## config.mk

```make
export PLATFORM = sky130hd
export DESIGN_NAME = axc3000_reset_sequencer
export DESIGN_NICKNAME = d
export VERILOG_FILES = /design/src/rtl/axc3000_reset_sequencer.sv
export SDC_FILE = /design/constraint.sdc
export NUM_CORES = 1
export LEC_CHECK = 0
export CAP_MARGIN = 20
export CELL_PAD_IN_SITES_DETAIL_PLACEMENT = 1
export CELL_PAD_IN_SITES_GLOBAL_PLACEMENT = 1
export CORE_ASPECT_RATIO = 0.75
export CORE_MARGIN = 4
export CORE_UTILIZATION = 42
export CTS_CLUSTER_SIZE = 40
export DETAILED_ROUTE_END_ITERATION = 12
export PLACE_DENSITY = 0.7
export SETUP_SLACK_MARGIN = 0.4
export SLEW_MARGIN = 20
export SYNTH_ARGS = -nofsm -noshare
export SYNTH_HDL_FRONTEND = slang
export SYNTH_SLANG_ARGS = --single-unit
```

## constraint.sdc

```tcl
create_clock -name clk_clk -period 2.4 [get_ports clk_clk]
set_clock_uncertainty 0.2 [all_clocks]
set_input_delay 0.48 -clock clk_clk [delete_from_list [all_inputs] [get_ports clk_clk]]
set_output_delay 0.48 -clock clk_clk [all_outputs]
set_load 0.01 [all_outputs]
```

## src/rtl/axc3000_reset_sequencer.sv

```systemverilog
// Staged reset controller: merges power-on, debounced button and software
// reset requests, holds every output low, then releases them in index order.
module axc3000_reset_sequencer #(
  parameter int N_CH            = 4,
  parameter int SYNC_STAGES     = 2,
  parameter int DEBOUNCE_CYCLES = 250000,
  parameter int HOLD_CYCLES     = 64,
  parameter int RELEASE_GAP     = 16
) (
  input  logic            clk_clk,
  input  logic            reset_reset_n,
  input  logic            btn_n,
  input  logic            sw_rst_req,
  output logic [N_CH-1:0] rst_n,
  output logic            seq_done,
  output logic            btn_db,
  output logic [1:0]      rst_cause
);

  localparam int DB_W   = $clog2(DEBOUNCE_CYCLES + 1);
  localparam int HOLD_W = $clog2(HOLD_CYCLES + 1);
  localparam int GAP_W  = $clog2(RELEASE_GAP + 1);
  localparam int CH_W   = $clog2(N_CH + 1);

  typedef enum logic [1:0] {
    S_ASSERT,
    S_RELEASE,
    S_RUN
  } state_t;

  logic [SYNC_STAGES-1:0] r_rst_sync;
  logic                   w_core_rst_n;
  logic [SYNC_STAGES-1:0] r_btn_sync;
  logic                   w_btn_s;
  logic [DB_W-1:0]        r_db_cnt;
  logic                   r_btn_db;

  state_t                 r_state, w_state_nxt;
  logic [HOLD_W-1:0]      r_hold, w_hold_nxt;
  logic [GAP_W-1:0]       r_gap, w_gap_nxt;
  logic [CH_W-1:0]        r_ch, w_ch_nxt;
  logic [N_CH-1:0]        r_rst_out, w_rst_out_nxt;
  logic                   r_done, w_done_nxt;
  logic [1:0]             r_cause, w_cause_nxt;

  logic                   w_btn_req;
  logic                   w_req;

  // Asynchronous assertion, synchronous release of the internal reset.
  always_ff @(posedge clk_clk or negedge reset_reset_n) begin
    if (!reset_reset_n) begin
      r_rst_sync <= '0;
    end else begin
      r_rst_sync <= {r_rst_sync[SYNC_STAGES-2:0], 1'b1};
    end
  end

  assign w_core_rst_n = r_rst_sync[SYNC_STAGES-1];

  always_ff @(posedge clk_clk or negedge w_core_rst_n) begin
    if (!w_core_rst_n) begin
      r_btn_sync <= '1;
    end else begin
      r_btn_sync <= {r_btn_sync[SYNC_STAGES-2:0], btn_n};
    end
  end

  assign w_btn_s = r_btn_sync[SYNC_STAGES-1];

  always_ff @(posedge clk_clk or negedge w_core_rst_n) begin
    if (!w_core_rst_n) begin
      r_db_cnt <= '0;
      r_btn_db <= 1'b1;
    end else if (w_btn_s == r_btn_db) begin
      r_db_cnt <= '0;
    end else if (r_db_cnt == DB_W'(DEBOUNCE_CYCLES - 1)) begin
      r_db_cnt <= '0;
      r_btn_db <= ~r_btn_db;
    end else begin
      r_db_cnt <= r_db_cnt + DB_W'(1);
    end
  end

  assign w_btn_req = ~r_btn_db;
  assign w_req     = w_btn_req | sw_rst_req;

  always_ff @(posedge clk_clk or negedge w_core_rst_n) begin
    if (!w_core_rst_n) begin
      r_state   <= S_ASSERT;
      r_hold    <= '0;
      r_gap     <= '0;
      r_ch      <= '0;
      r_rst_out <= '0;
      r_done    <= 1'b0;
      r_cause   <= 2'b00;
    end else begin
      r_state   <= w_state_nxt;
      r_hold    <= w_hold_nxt;
      r_gap     <= w_gap_nxt;
      r_ch      <= w_ch_nxt;
      r_rst_out <= w_rst_out_nxt;
      r_done    <= w_done_nxt;
      r_cause   <= w_cause_nxt;
    end
  end

  // A request restarts from ASSERT in every state, so it is handled once up
  // front; this also covers the hold-counter clear while already in ASSERT.
  always_comb begin
    w_state_nxt   = r_state;
    w_hold_nxt    = r_hold;
    w_gap_nxt     = r_gap;
    w_ch_nxt      = r_ch;
    w_rst_out_nxt = r_rst_out;
    w_done_nxt    = r_done;
    w_cause_nxt   = r_cause;
    if (w_req) begin
      w_state_nxt   = S_ASSERT;
      w_hold_nxt    = '0;
      w_gap_nxt     = '0;
      w_ch_nxt      = '0;
      w_rst_out_nxt = '0;
      w_done_nxt    = 1'b0;
      w_cause_nxt   = w_btn_req ? 2'b01 : 2'b10;
    end else begin
      case (r_state)
        S_ASSERT: begin
          if (r_hold == HOLD_W'(HOLD_CYCLES - 1)) begin
            w_hold_nxt    = '0;
            w_rst_out_nxt = N_CH'(1);
            if (N_CH == 1) begin
              w_state_nxt = S_RUN;
              w_done_nxt  = 1'b1;
            end else begin
              w_state_nxt = S_RELEASE;
            end
          end else begin
            w_hold_nxt = r_hold + HOLD_W'(1);
          end
        end
        S_RELEASE: begin
          if (r_gap == GAP_W'(RELEASE_GAP - 1)) begin
            w_gap_nxt     = '0;
            w_rst_out_nxt = N_CH'({r_rst_out, 1'b1});
            w_ch_nxt      = r_ch + CH_W'(1);
            if ((r_ch + CH_W'(1)) == CH_W'(N_CH - 1)) begin
              w_state_nxt = S_RUN;
              w_done_nxt  = 1'b1;
            end
          end else begin
            w_gap_nxt = r_gap + GAP_W'(1);
          end
        end
        S_RUN: begin
        end
        default: begin
          w_state_nxt = S_ASSERT;
        end
      endcase
    end
  end

  assign rst_n     = r_rst_out;
  assign seq_done  = r_done;
  assign btn_db    = r_btn_db;
  assign rst_cause = r_cause;

endmodule

```

==> metrics.txt <==
Detail Route Antenna Nets=0; post-CTS clock slew at the launch and capture registers of the worst setup and hold paths=90 ps; f_max=around 460 MHz; global-route congestion overflow total=0; H-tree levels=2; static leakage=~0.0011 uW; Mapped Nets=approximately 220; core region area=between 4000 and 5000 um^2; IR Drop Worst-Case VDD=0.000341 V; clock insertion delay at the later pin of the skew report=around 300 ps; worst hold slack=60.0 ps; type of element launching the critical path=flip-flop; power density over cell area=about 540 nW/um^2; number of buffer and inverter instances along the worst setup path=0; maxcap violations=0; number of rows created at floorplan=22; # setup viols final=0; count of distinct cell types in the synthesized netlist=40; relative area change from synthesis to final layout=17.4%; aggregate routed wire length=a little over 5000 um; commonest non-fill, non-tap cell in the layout=dfrtp_1; sequential cell area fraction in the yosys report=54.1%; max incr delay on CP=about 560 ps; result of the run=finished clean; total number of yosys warnings=0; Initial Util=44.0%; Die Outline Area=6420 um^2; detailed-route vias per instance=approximately 5.6; routed wire length per instance=around 17 um; count of antenna diodes in the layout=0; max_slew headroom=a little over three fifths; share of the cycle needed by the critical path after routing=between 90% and 100%; global-route wire length before repair=slightly below 9000 um; antenna violations before repair=0; total routing usage reported by global routing=~17%; kind of path behind the tightest hold check=flip-flop to asynchronous set/reset pin; Clock Root Buffer=clkbuf_8; actual slew at the worst max-slew pin=between 500 and 600 ps; number of storage elements in the synthesis netlist=between 40 and 50; # port buffers=11; number of design-rule violations left by the first detailed-router iteration=48; cell breakdown of the critical path=or4_1 -> or4_4 -> nor2_4 -> mux2_2; placed wire-length estimate=between 3000 and 4000 um; ratio of cells with drive above 1 in the final layout=around 13%; number of global-route vias before repair=1796; number of buffers between clock root and the deepest sink=2; largest net degree at the start of global routing=26; Final Hold Viols=0; filler instances=about 560; endpoint required time on the critical path=between 2000 and 2500 ps; final setup margin=roughly 230 ps; Num Clock Sinks=47; launch point of the worst reg-to-reg path=r_db_cnt[10]$_DFF_PN0_; syn_area_per_cell=approximately 10 um^2; crit path launch=r_db_cnt[10]$_DFF_PN0_; Die W=a little over 90 um; worst slack at placement=between 150 and 200 ps; I/O Pins=12; worst setup path category=flip-flop to flip-flop; total negative slack=0 ps; worst endpoint data arrival time=about 2200 ps; time the final worst path needs with I/O delays and setup=2170 ps; critical path capture point type=flip-flop; top fanout value on the critical path=2; RSZ-0062 raised after global routing=yes; CP top delay family=simple AND/OR/NAND/NOR gates; length of the first detailed-routing pass in iterations=4; Post-CTS Hold Buffers=0; RD Place Congestion=around 0.86; post-synth design cell area=between 2000 and 2500 um^2; number of instances in the synthesized netlist=215; clock buffer count from CTS=5; top library cells by usage in the layout, fill and taps aside=dfrtp_1, nor2_1, nand2_1; number of design rule violations left after detail routing=0; Via Count=1687; clock tree from TritonCTS=done; highest-delay cell along the critical path=or4_4; Final Net Count=between 200 and 300; height of the chip=between 70 and 80 um; final core utilization=a little over 50%; final slew viol count=0
-- worst reg2reg max path, delay by kind of cell, from the launching register on --
family	cells	cell delay, ps
mux	1	340
flops	1	380
simple gates	3	1190
-- per-layer routing --
metal  track usage [%]  routed length [um]  vias up
met2              27.2                2330       29
met3              4.09                 151       11
met1              23.4                2480      846
met5                 0                   0        -
li1                  -                   -      801
met4              5.35                  89        0
-- logic make-up after synthesis --
group,count (synthesis),synth area share (%)
xor+xnor,20,8.03
flops,47,54.1
simple gates,101,23.7
other cells,1,0.172
fa+ha+maj,5,2.87
mux,2,0.975
buf+inv,11,2.24
compound gates,28,7.91
-- cell usage after synthesis --
cell type  number  area [um^2]
nand3_1        16         80.1
o22ai_1         2         12.5
or3_1           2         12.5
a41oi_1         1         8.76
nand4_1         5         31.3
and3_1          1         6.26
nor4_1          3         18.8
dfrtp_1        44         1100
nor4b_1         1         8.76
xor2_1          7         61.3
nand3b_1        1         7.51
dfstp_2         3         78.8
o21ai_0         4         20.0
a21oi_1        13         65.1
mux2i_1         1         10.0
nand4b_1        2         17.5
nand2b_1        4         25.0
buf_6           1         11.3
nor2b_1         2         12.5
or2_2           2         12.5
or4_1           3         22.5
nand2_1        17         63.8
xnor2_1        13          114
o21ai_4         1         16.3
conb_1          1         3.75
ha_1            5         62.6
a31oi_1         2         12.5
nor2_1         29          109
or4b_1          1         10.0
nor3_1          7         35.0
or2_0           1         6.26
and4b_1         1         10.0
o31ai_1         2         15.0
inv_1           7         26.3
or4_4           1         11.3
clkbuf_1        3         11.3
and3b_1         1         8.76
o21a_1          3         22.5
and4_1          1         8.76
mux2_2          1         11.3
-- where the power goes --
group / switching (uW) / leakage, uW / internal (uW)
Sequential: 13.9 / 0.000631 / 800
Combinational: 18.8 / 0.000380 / 16.4
Clock: 264 / 0.0000515 / 263
Total: 296 / 0.00106 / 1080
-- worst paths after layout --
check | end | slack (ps) | depth (start not counted)
worst max-delay path | btn_db$_DFFE_PN1P_ | 230 | 4
worst min-delay path | r_hold[4]$_DFFE_PN0N_ | 60 | 0
worst max register to register | btn_db$_DFFE_PN1P_ | 230 | 4
worst min register to register | r_hold[4]$_DFFE_PN0N_ | 60 | 0
max in group asynchronous | r_btn_sync[0]$_DFF_PN1_ | 1270 | 1
min in group clk_clk | r_btn_sync[1]$_DFF_PN1_ | 160 | 0
-- registers in the layout (all words and copies together), names as in the netlist, 3 cells and up --
signal,flops
r_gap,5
r_db_cnt,18
r_hold,7
r_ch,3
rst_n,4
-- layout make-up --
type / instances / area [um^2] / share of cell area [%]
sequential: 47 / 1180 / 46.1
multi-input combinational: 157 / 967 / 37.7
timing repair buffer: 23 / 211 / 8.25
clock buffer: 8 / 100 / 3.91
tap: 60 / 75.1 / 2.93
inverter: 7 / 26.3 / 1.03
-- metrics by stage --
step / power [uW] / cell area, um^2 / std cells
final: 1380 / 2560 / 302
after global routing: 1420 / 2560 / 302
after CTS: 1390 / 2550 / 301
after detailed placement: 865 / 2410 / 289
after global placement: 861 / 2410 / 289
after floorplan: 844 / 2180 / 215
-- what timing repair did --
action	4_1_cts	5_1_grt
pin swaps	1	0
setup buffers	4	1
gates resized for setup	3	1
endpoints found under the setup margin	19	19
(Power assumes the default switching activity.)
